$ cat src/rtl/fp_mul_seq.sv
// Sequential IEEE-754 binary32 multiplier: shift-add mantissa product retiring
// BITS_PER_CYCLE multiplier bits per cycle, round-to-nearest-even, flush-to-zero.
module fp_mul_seq #(
  parameter int BITS_PER_CYCLE = 1
) (
  input  logic        clk,
  input  logic        rst_n,
  input  logic        in_valid,
  output logic        in_ready,
  input  logic [31:0] a,
  input  logic [31:0] b,
  output logic        out_valid,
  input  logic        out_ready,
  output logic [31:0] op,
  output logic [1:0]  state_dbg
);
  // Handshake: a transfer happens on any rising edge where valid and ready are both
  // high; valid never drops and data never changes until that edge occurs.
  localparam int K = BITS_PER_CYCLE;
  localparam int N = 24 / K;
  localparam logic [4:0] LAST = 5'(N - 1);

  typedef enum logic [1:0] {IDLE, MUL, RND, DONE} state_t;
  state_t state, state_nxt;

  logic               sign;
  logic signed [9:0]  exp_base;
  logic [23:0]        ma, mb_sh;
  logic [47:0]        acc;
  logic [4:0]         cnt;

  // Operand classification straight off the input bus
  logic [7:0] ea, eb;
  logic       a_nan, b_nan, a_inf, b_inf, a_zero, b_zero, special, accept;
  logic [31:0] special_op;

  always_comb begin
    ea      = a[30:23];
    eb      = b[30:23];
    a_nan   = (&ea) && (|a[22:0]);
    b_nan   = (&eb) && (|b[22:0]);
    a_inf   = (&ea) && !(|a[22:0]);
    b_inf   = (&eb) && !(|b[22:0]);
    a_zero  = (ea == 8'h00);
    b_zero  = (eb == 8'h00);
    special = a_nan | b_nan | a_inf | b_inf | a_zero | b_zero;
    if (a_nan || b_nan || (a_inf && b_zero) || (b_inf && a_zero))
      special_op = 32'h7FC00000;
    else if (a_inf || b_inf)
      special_op = {a[31] ^ b[31], 8'hFF, 23'h0};
    else
      special_op = {a[31] ^ b[31], 31'h0};
    accept = in_valid && (state == IDLE);
  end

  // Partial products for this cycle, placed at the current bit offset
  logic [23+K:0] part;
  logic [5:0]    sh;
  logic [47:0]   pp;

  always_comb begin
    part = (24 + K)'(ma) * (24 + K)'(mb_sh[K-1:0]);
    sh   = 6'(int'(cnt) * K);
    pp   = 48'(part) << sh;
  end

  // Normalize and round the finished product
  logic               norm, guard, sticky, round_up, carry;
  logic [23:0]        mant, mant_fin;
  logic [24:0]        mant_r;
  logic signed [9:0]  e_fin;
  logic [31:0]        rnd_op;

  always_comb begin
    norm     = acc[47];
    mant     = norm ? acc[47:24] : acc[46:23];
    guard    = norm ? acc[23] : acc[22];
    sticky   = norm ? (|acc[22:0]) : (|acc[21:0]);
    round_up = guard && (sticky || mant[0]);
    mant_r   = {1'b0, mant} + {24'h0, round_up};
    carry    = mant_r[24];
    mant_fin = carry ? mant_r[24:1] : mant_r[23:0];
    e_fin    = exp_base + $signed({9'h0, norm}) + $signed({9'h0, carry});
    if (e_fin >= 10'sd255)
      rnd_op = {sign, 8'hFF, 23'h0};
    else if (e_fin <= 10'sd0)
      rnd_op = {sign, 31'h0};
    else
      rnd_op = {sign, e_fin[7:0], mant_fin[22:0]};
  end

  always_ff @(posedge clk or negedge rst_n) begin
    if (!rst_n) state <= IDLE;
    else        state <= state_nxt;
  end

  always_comb begin
    state_nxt = state;
    case (state)
      IDLE: if (accept) state_nxt = special ? DONE : MUL;
      MUL:  if (cnt == LAST) state_nxt = RND;
      RND:  state_nxt = DONE;
      DONE: if (out_ready) state_nxt = IDLE;
      default: state_nxt = IDLE;
    endcase
  end

  always_ff @(posedge clk or negedge rst_n) begin
    if (!rst_n) begin
      sign     <= 1'b0;
      exp_base <= '0;
      ma       <= '0;
      mb_sh    <= '0;
      acc      <= '0;
      cnt      <= '0;
      op       <= '0;
    end else begin
      case (state)
        IDLE: if (accept) begin
          sign     <= a[31] ^ b[31];
          exp_base <= {2'b00, ea} + {2'b00, eb} - 10'd127;
          ma       <= {1'b1, a[22:0]};
          mb_sh    <= {1'b1, b[22:0]};
          acc      <= '0;
          cnt      <= '0;
          if (special) op <= special_op;
        end
        MUL: begin
          acc   <= acc + pp;
          mb_sh <= mb_sh >> K;
          cnt   <= cnt + 5'd1;
        end
        RND: op <= rnd_op;
        default: ;
      endcase
    end
  end

  assign in_ready  = (state == IDLE);
  assign out_valid = (state == DONE);
  assign state_dbg = state;
endmodule

$ cat config.mk
export PLATFORM = sky130hd
export DESIGN_NAME = fp_mul_seq
export DESIGN_NICKNAME = d
export VERILOG_FILES = /design/src/rtl/fp_mul_seq.sv
export SDC_FILE = /design/constraint.sdc
export NUM_CORES = 1
export LEC_CHECK = 0
export CORE_ASPECT_RATIO = 0.7
export CORE_UTILIZATION = 61
export CTS_BUF_LIST = sky130_fd_sc_hd__clkbuf_4
export CTS_CLUSTER_SIZE = 25
export DETAILED_ROUTE_END_ITERATION = 10
export PLACE_DENSITY = 0.83
export SETUP_SLACK_MARGIN = 0.15
export SLEW_MARGIN = 15
export SYNTH_ARGS = -nofsm -noshare
export SYNTH_HDL_FRONTEND = slang
export SYNTH_SLANG_ARGS = --single-unit
$ cat constraint.sdc
create_clock -name clk -period 11.45 [get_ports clk]
set_clock_uncertainty 0.15 [all_clocks]
set_input_delay 2.29 -clock clk [delete_from_list [all_inputs] [get_ports clk]]
set_output_delay 2.29 -clock clk [all_outputs]
set_load 0.01 [all_outputs]
# Word-level counts from Yosys, hierarchy flattened
# Index checks and enable logic that the tools add are counted.
# op_classes
n_mux	22
reduce_logical	30
bitwise	6
order_cmp	2
multipliers	1
eq_ne	8
shifts	1
add_sub_neg	7
# op_table
op	count
two-way mux 32 bit	3
one-hot mux 48 bit (2 select lines)	1
two-way mux 31 bit	3
OR reduction 23 bit	3
one-hot mux 32 bit (2 select lines)	1
adder 48 bit	1
two-way mux 24 bit	2
two-way mux 48 bit	1
one-hot mux 24 bit (2 select lines)	1
left shift 25 x 5 -> 48 bit	1
adder 24 x 1 -> 25 bit	1
multiplier 24 x 1 -> 25 bit	1
two-way mux 23 bit	1
OR reduction 22 bit	1
adder 10 x 2 -> 10 bit	2
logical NOT 8 bit	2
AND reduction 8 bit	2
>= comparator 10 x 9 -> 1 bit, second input constant	1
<= comparator 10 x 1 -> 1 bit, second input constant	1
one-hot mux 5 bit (2 select lines)	1
subtractor 9 x 7 -> 10 bit, second input constant	1
adder 8 x 8 -> 9 bit	1
logical AND 1 bit	8
two-way mux 2 bit	4
other kinds (17)	33
# totals
word_cells	85
inputBits	68
out_inout_bits	36
reg_bits	146

# Depth between registers and ports, before layout
# Gate-level depths: netlist of run 1.
# depth
ltp_word	10
depth_mapped	24
depth_no_buf	19

# Worst setup path before layout of run 1
# Ideal clock, no wire load.
# synth_timing
path_type	flip-flop to flip-flop
from	register acc[47]
to	register op[11]
setup_ns	0.121
arrival_time_ns	5.397
required_ns	11.179
period_less_slack_ns	5.668
path_stages_with_launch	25
slack_ns	5.782
n_path_buf	5
path_cell_list	dfrtp_1 -> buf_6 -> buf_2 -> buf_1 -> clkbuf_1 -> nand2_1 -> a21boi_0 -> ha_1 -> nand3_1 -> a2111oi_4 -> nand4_2 -> nor3b_4 -> o211a_4 -> inv_4 -> fa_1 -> inv_1 -> ha_1 -> nand3_1 -> xor2_1 -> or4_1 -> o31a_1 -> nand3_2 -> nor2_1 -> buf_6 -> a22o_1
# synth_via
elab_chain_len	9
word_cells_on_any_way	14
classes_between	add/sub (3); order compare (2); mux (7); reduce/logical (2)
# synth_rtl
element	line_no	source
start, declared	29	logic [47:0] acc;
start signal, assigned	129	acc <= acc + pp;
two-way mux 1 bit or two-way mux 24 bit (tied branches)	78, 76	
logical OR 1 bit	79	round_up = guard && (sticky || mant[0]);
logical AND 1 bit	79	
adder 24 x 1 -> 25 bit	80	mant_r = {1'b0, mant} + {24'h0, round_up};
adder 10 x 2 -> 10 bit	83	e_fin = exp_base + $signed({9'h0, norm}) + $signed({9'h0, carry});
<= comparator 10 x 1 -> 1 bit	86	else if (e_fin <= 10'sd0)
two-way mux 31 bit	86	
two-way mux 31 bit *	84	if (e_fin >= 10'sd255)
one-hot mux 32 bit (2 select lines) *	118	case (state)
end signal, assigned	126	if (special) op <= special_op;
end signal, assigned	133	RND: op <= rnd_op;
end, declared	14	output logic [31:0] op,
# Every way passes the cells marked *; elsewhere a longest branch is shown, timed or not.
# A chain may end at the register's enable or synchronous reset.

# Worst setup path after layout of run 1
# layout_timing
from	register acc[47]
to	register op[1]
# The elaborated chain is that of the path after synthesis.

==> results of run 1 <==
path summary, 6_finish.rpt:
path                                      from            endpoint  slack (ns)  depth (start not counted)
min in group asynchronous                rst_n    sign$_DFFE_PN0P_        1.52                          1
hold / removal              op[31]$_DFFE_PN0P_  op[31]$_DFFE_PN0P_        0.35                          2
setup / recovery           acc[47]$_DFFE_PN0P_   op[1]$_DFFE_PN0P_        5.39                         19
setup reg to reg           acc[47]$_DFFE_PN0P_   op[1]$_DFFE_PN0P_        5.39                         19
max in group asynchronous                rst_n  ma[22]$_DFFE_PN0P_        8.24                          2
hold reg to reg             op[31]$_DFFE_PN0P_  op[31]$_DFFE_PN0P_        0.35                          2
metal layers:
metal | vias to the layer above | GRT usage [%]
met3 | 92 | 6.817
met5 | - | 0
met4 | 0 | 10.34
met1 | 5728 | 50.53
li1 | 5689 | -
met2 | 591 | 49.70
cell usage after synthesis (15+ instances only):
cell type,n,share of area [%]
mux2_2,59,5.4
ha_1,69,7.0
dfrtp_1,146,29
inv_1,39,1.2
nand3_1,51,2.1
xor2_1,22,1.6
buf_1,15,0.45
xnor2_1,48,3.4
a21oi_1,123,5.0
nand2b_1,15,0.76
nand4_1,33,1.7
o22ai_1,60,3.0
clkbuf_1,73,2.2
nor2_1,94,2.8
nand2_1,182,5.5
nor4_1,27,1.4
o21ai_0,127,5.1
a21o_1,29,1.8
a31oi_1,16,0.81
a22o_1,19,1.3
mux2i_1,49,4.0
worst register-to-register path: stages, from the launching register on:
cell       delay [ns]
dfrtp_1          0.39
buf_4            0.30
nand2b_1         0.29
a21boi_0         0.19
ha_1             0.23
nand3_1          0.17
a2111oi_4        0.64
nand4_2          0.24
nor3b_4          0.32
o211a_4          0.26
inv_4            0.06
fa_1             0.38
nand2b_1         0.18
nor4_1           0.34
xnor2_1          0.17
nand2_1          0.14
a41oi_1          0.42
nand3_2          0.30
nor2_1           0.63
a22o_1           0.23
stage by stage:
stage	power, mW	setup WS (ns)	instances
after floorplan	2.307	5.782	1512
after global placement	2.783	5.775	1803
after detailed placement	2.842	5.498	1803
after CTS	3.189	5.467	1835
after global routing	3.476	4.972	1836
final	3.239	5.395	1836
area by class of cell:
type | count | area (um^2)
diodes | 1 | 2.502
clock buffers | 17 | 127.6
clock inverters | 15 | 158.9
fillers | 1575 | 6061
inverters | 41 | 156.4
multi-input cells | 1228 | 8210
flip-flops and latches | 146 | 3654
well taps | 270 | 337.8
repair buffers | 118 | 1145
kinds of logic (layout without fill, tap and decap cells):
logic type	count (synthesis)	in the layout	synth area share (%)
xor gates and xnor gates	70	70	4.945
muxes	111	111	9.790
other	0	1	0
and+or+nand+nor	490	490	19.26
AOI/OAI and AO/OA	485	485	24.65
DFF	146	146	29.47
adders and majority gates	72	72	7.449
buffers and inverters	138	191	4.441
power groups by stage:
stage	registers, mW	logic, mW	clock network (mW)
finish	0.856	2.03	0.349
global route	0.879	2.23	0.371
CTS	0.851	1.99	0.350
detailed placement	0.863	1.98	0
global placement	0.851	1.93	0
floorplan	0.821	1.49	0
registers in the layout (all words and copies together), names as in the netlist:
register   cells
op            32
state_dbg      2
mb_sh         24
ma            24
cnt            5
acc           48
sign           1
exp_base      10
==> results.json, run 1 <==
{
  "p_sw_mw": 1.641,
  "syn-num-nets": 1652,
  "violations": "DRC",
  "tritoncts_num_sinks": 146,
  "fraction_of_layout_cells_with_a_size_suffix_above_1_pct": 8.690,
  "first_pass_iters": 10,
  "synth_enable_flop_cells": 0,
  "intPower_mw": 1.598,
  "ys_seq_area_share_pct": 29.47,
  "sw_frac_of_total_pct": 50.66,
  "critPathArrivalTime_ns": 6.45,
  "sequential_fraction_of_design_power_pct": 26.4,
  "hold_violations": 0,
  "cts.root.buffer_cell": "clkbuf_4",
  "nNetsFinal": 1692,
  "final_max_slew_viol_count": 0,
  "setup_repair_after_global_routing_missed_its_margin": "false",
  "highest_routed_metal_layer": "met4",
  "drt_iter0_drc": 1464,
  "power_per_cell_area_nw_per_um2": 234.9,
  "yosysWarningCount": 0,
  "tritoncts": "built",
  "post_cts_resized": 0,
  "grt_antenna_before_repair": 1,
  "mostFrequentLayoutCell": "nand2_1",
  "cts_hold_buffers": 0,
  "antenna_violating_nets_post_route": 0,
  "fmaxAchievable_mhz": 165.1,
  "routed_wirelength_um": 34890,
  "vdd_ir_drop_max_uv": 146.3,
  "outcome": "complete, but fails checks",
  "htreeDepth": 4,
  "most_repeated_library_cell_on_the_critical_path": "nand2b_1",
  "clk_pin_slew_ns": 0.16,
  "insertion_delay_ns": 0.61,
  "dpl-instance-area_um2": 13500,
  "die_w_um": 172.4,
  "synth_async_sr_flop_share_pct": 100.0,
  "final-setup-viol-count": 0,
  "synth.distinct_cells": 82,
  "worstPathMaxFanout": 49,
  "area_growth_pct": 11.25,
  "comb_power_share_pct": 62.8,
  "critPathRequiredTime_ns": 11.84,
  "post_synthesis_cell_count": 1512,
  "rows": 43,
  "cellLeakagePower_nw": 5.728,
  "min-delay-path-class": "reg2reg",
  "clock_tree.buffer_depth": 2,
  "final_layout_worst_hold_slack_ns": 0.3540,
  "initial_util_pct": 62.44,
  "avgSynthCellArea_um2": 8.199,
  "tns_ns": 0,
  "worst_path_class_setup": "reg2reg",
  "floorplan.die_area_um2": 20910,
  "tritoncts.num_buffers": 17,
  "globalRouteTotalUtil_pct": 34.13,
  "worstSetupEndpointType": "flip-flop",
  "ys_dominant_reg_cell": "dfrtp_1",
  "cpLargestDelayFamily": "simple AND/OR/NAND/NOR gates",
  "wl_per_cell_um": 19.00,
  "die_height_um": 121.3,
  "crit_path_max_incr_delay_ns": 0.64,
  "cts_post_setup_buffers_inserted": 0,
  "routed_wl_met2_um": 14690,
  "timing.critical_path.cells": "buf_4 > nand2b_1 > a21boi_0 > ha_1 > nand3_1 > a2111oi_4 > nand4_2 > nor3b_4 > o211a_4 > inv_4 > fa_1 > nand2b_1 > nor4_1 > xnor2_1 > nand2_1 > a41oi_1 > nand3_2 > nor2_1 > a22o_1",
  "placeable_core_region_um2": 19850,
  "drc": 2,
  "pin_count": 104,
  "port_buffers": 103,
  "slew-limit-headroom_pct": 28.07,
  "design_area_um2": 13790,
  "amount_of_wire_on_met3_after_detailed_routing_um": 3117,
  "grt_pass1_wl_um": 56100,
  "critical-path-slowest-cell": "a2111oi_4",
  "critPathLaunchType": "flip-flop",
  "worstMarginPinSlew_ns": 1.079,
  "layout.cells.most_common_list": "nand2_1, dfrtp_1, o21ai_0",
  "timing.critical_path.buf_inv": 2,
  "gr_ovfl_total": 0,
  "netlist_area_um2": 12400,
  "num_vias": 12100,
  "gp_routability_congestion": 0.9561,
  "detail_route.vias_per_cell": 6.590,
  "final_util_pct": 69.47,
  "synth-seq-cells": 146,
  "final.period_utilization_pct": 52.89,
  "grt_pass1_vias": 10830,
  "maximum_number_of_pins_on_one_net_before_global_route_repair": 81,
  "hpwlAfterDp_um": 26220,
  "max_cap_violations": 0,
  "power.clock.fraction_pct": 10.8,
  "period_needed_ns": 6.055,
  "wl_met1_um": 16250
}
No activity file was read; power rests on OpenSTA's default activity.
==> inputs of run 2 (changes only) <==
--- a/config.mk
+++ b/config.mk
@@ -6,11 +6,11 @@
 export NUM_CORES = 1
 export LEC_CHECK = 0
 export CORE_ASPECT_RATIO = 0.7
-export CORE_UTILIZATION = 61
+export CORE_UTILIZATION = 55
 export CTS_BUF_LIST = sky130_fd_sc_hd__clkbuf_4
 export CTS_CLUSTER_SIZE = 25
 export DETAILED_ROUTE_END_ITERATION = 10
-export PLACE_DENSITY = 0.83
+export PLACE_DENSITY = 0.79
 export SETUP_SLACK_MARGIN = 0.15
 export SLEW_MARGIN = 15
 export SYNTH_ARGS = -nofsm -noshare
==> constraint.sdc (replaced) <==
create_clock -name clk -period 5.3 [get_ports clk]
set_clock_uncertainty 0.15 [all_clocks]
set_input_delay 1.06 -clock clk [delete_from_list [all_inputs] [get_ports clk]]
set_output_delay 1.06 -clock clk [all_outputs]
set_load 0.01 [all_outputs]
==> run 2 against run 1 <==
The flow now finishes without violations. Routed wire length increased by 1.0%. Non-clock buffer count increased by 15. Total power increased by 120%. Via count decreased by 1.6%. Register-to-register slack got worse by 5.0 ns. Count of clock-buffer cells in the layout increased by 3. First-iteration DRC count decreased by 7.4%. Worst hold slack got worse by 0.052 ns. Critical path type unchanged. Critical endpoint is now op[27]$_DFFE_PN0P_. Largest cell class unchanged. Largest power group unchanged.
==> results.json, run 2 (synthesized netlist as in run 1, its figures left out) <==
{
  "outcome": "finished clean",
  "final.period_utilization_pct": 93.19,
  "worstMarginPinSlew_ns": 1.013,
  "port_buffers": 103,
  "worstSetupEndpoint": "op[27]$_DFFE_PN0P_",
  "tritoncts": "built",
  "register_area_um2": 3655,
  "groute.layer.met3.usage_pct": 6.072,
  "pin_count": 104,
  "grt-busiest-layer": "met1",
  "period_needed_ns": 4.939,
  "largest-register": "acc",
  "grt_antenna_before_repair": 1,
  "hpwlAfterDp_um": 27050,
  "floorplan.die_area_um2": 23150,
  "hold_violations": 0,
  "grt_pass1_wl_um": 57480,
  "detail_route.vias_per_cell": 6.391,
  "groute.layer.met1.usage_pct": 46.75,
  "wl_per_cell_um": 18.92,
  "layout.cells.most_common_list": "nand2_1, dfrtp_1, o21ai_0",
  "globalRouteTotalUtil_pct": 31.04,
  "power.clock.fraction_pct": 10.8,
  "antenna_violating_nets_post_route": 0,
  "cellLeakagePower_nw": 5.803,
  "initial_util_pct": 56.60,
  "gr_ovfl_total": 0,
  "worstReg2RegEnd": "op[27]$_DFFE_PN0P_",
  "largest_register_ff_count": 48,
  "insertion_delay_ns": 0.61,
  "critPathArrivalTime_ns": 5.33,
  "clock_tree.buffer_depth": 2,
  "drt_iter0_drc": 1355,
  "tns_ns": 0,
  "tritoncts.num_buffers": 17,
  "gp_routability_congestion": 0.9916,
  "vdd_ir_drop_max_uv": 327.4,
  "min-delay-path-class": "in2async",
  "critPathLaunchType": "flip-flop",
  "slew-limit-headroom_pct": 32.47,
  "comb_power_share_pct": 62.7,
  "worst_path_class_setup": "reg2reg",
  "p_sw_mw": 3.476,
  "cts_hold_buffers": 0,
  "setup_repair_after_global_routing_missed_its_margin": "false",
  "area_growth_pct": 12.92,
  "grtUsageMet2_pct": 45.38,
  "power_per_cell_area_nw_per_um2": 506.4,
  "die_w_um": 181.4,
  "critPathRequiredTime_ns": 5.69,
  "fmaxAchievable_mhz": 202.5,
  "reg2reg_setup_slack_ns": 0.36,
  "report.power.total_mw": 7.088,
  "nNetsFinal": 1708,
  "timing.final.ws_setup_ns": 0.3609,
  "cts.root.buffer_cell": "clkbuf_4",
  "final-setup-viol-count": 0,
  "final.fill_count": 1904,
  "drc": 0,
  "final_layout_worst_hold_slack_ns": 0.3019,
  "rr_startpoint": "acc[47]$_DFFE_PN0P_",
  "clk_pin_slew_ns": 0.13,
  "critical_path.startpoint": "acc[47]$_DFFE_PN0P_",
  "max_cap_violations": 0,
  "htreeDepth": 4,
  "sequential_fraction_of_design_power_pct": 26.5,
  "worstPathMaxFanout": 8,
  "maximum_number_of_pins_on_one_net_before_global_route_repair": 69,
  "first_pass_iters": 8,
  "r2r_cells": 19,
  "routed_wirelength_um": 35240,
  "final_max_slew_viol_count": 0,
  "area_of_combinational_cells_with_multiple_inputs_um2": 8285,
  "dp_slack_ns": -0.02695,
  "fraction_of_layout_cells_with_a_size_suffix_above_1_pct": 10.00,
  "placeable_core_region_um2": 21900,
  "worstSetupEndpointType": "flip-flop",
  "grt_pass1_vias": 10990,
  "largest_registers_ranked_by_flip_flop_count": "acc: 48 flops, op: 32 flops",
  "intPower_mw": 3.613,
  "sw_frac_of_total_pct": 49.03,
  "mostFrequentLayoutCell": "nand2_1",
  "die_height_um": 127.6,
  "tritoncts_num_sinks": 146,
  "rows": 45,
  "num_vias": 11910
}
[run 2: worst min path at each step]
stage                     slack, ns                     from  cells after the start                      end
after CTS                      0.29                    rst_n                      1       op[27]$_DFFE_PN0P_
after floorplan                0.30  exp_base[0]$_DFFE_PN0P_                      2  exp_base[0]$_DFFE_PN0P_
after global routing           0.32                    rst_n                      1       op[26]$_DFFE_PN0P_
after detailed placement       0.32        op[4]$_DFFE_PN0P_                      1        op[4]$_DFFE_PN0P_
after global placement         0.31        op[4]$_DFFE_PN0P_                      1        op[4]$_DFFE_PN0P_
final                          0.30                    rst_n                      1       op[27]$_DFFE_PN0P_
[run 2: repair_timing]
item	4_1_cts	5_1_grt
buffers inserted	0	5
gates resized for setup	2	11
pin swaps	0	3
endpoints found under the setup margin	11	41
cloned	0	1
[run 2: cell type report]
| class | count | share of cell area, % |
|---|---|---|
| flip-flops and latches | 146 | 26.11 |
| clock buffers | 20 | 1.073 |
| diodes | 1 | 0.01788 |
| clock inverters | 11 | 0.9921 |
| inverters | 41 | 1.117 |
| multi-input cells | 1229 | 59.19 |
| well taps | 282 | 2.521 |
| repair buffers | 133 | 8.983 |
[run 2: layer usage]
layer / part of all wire, % / wire (um) / vias up
li1: - / - / 5715
met1: 48 / 16910 / 5649
met2: 42 / 14930 / 504
met3: 8.4 / 2960 / 38
met4: 1.3 / 446 / 0
met5: 0 / 0 / -
[run 2: worst max-delay path, stage by stage (launching register included)]
cell and delay [ns]:
dfrtp_1 0.41, nand2b_2 0.22, a21boi_1 0.18, ha_2 0.23, nand3_1 0.14, a2111oi_4 0.38, nand4_2 0.20, nor3b_4 0.28
o211a_4 0.25, inv_4 0.06, fa_1 0.39, inv_1 0.10, ha_2 0.21, nand3_1 0.10, xor2_1 0.18, or4_1 0.51
o31a_1 0.31, o221a_2 0.33, o21ai_0 0.11, o21a_1 0.15
[run 2: stage by stage]
step                      cells  area, um^2  util, %
after floorplan            1512       12410        -
after global placement     1825       13600    62.07
after detailed placement   1825       13600    62.07
after CTS                  1856       13890    63.43
after global routing       1863       14000    63.91
final                      1863       14000    63.91
[run 2: power groups by stage]
stage               combinational [mW]  clock, mW  sequential (mW)
global placement                  4.21          0             1.86
detailed placement                4.30          0             1.89
finish                            4.44      0.766             1.88
CTS                               4.32      0.772             1.86
global route                      4.88      0.819             1.93
floorplan                         3.21          0             1.77
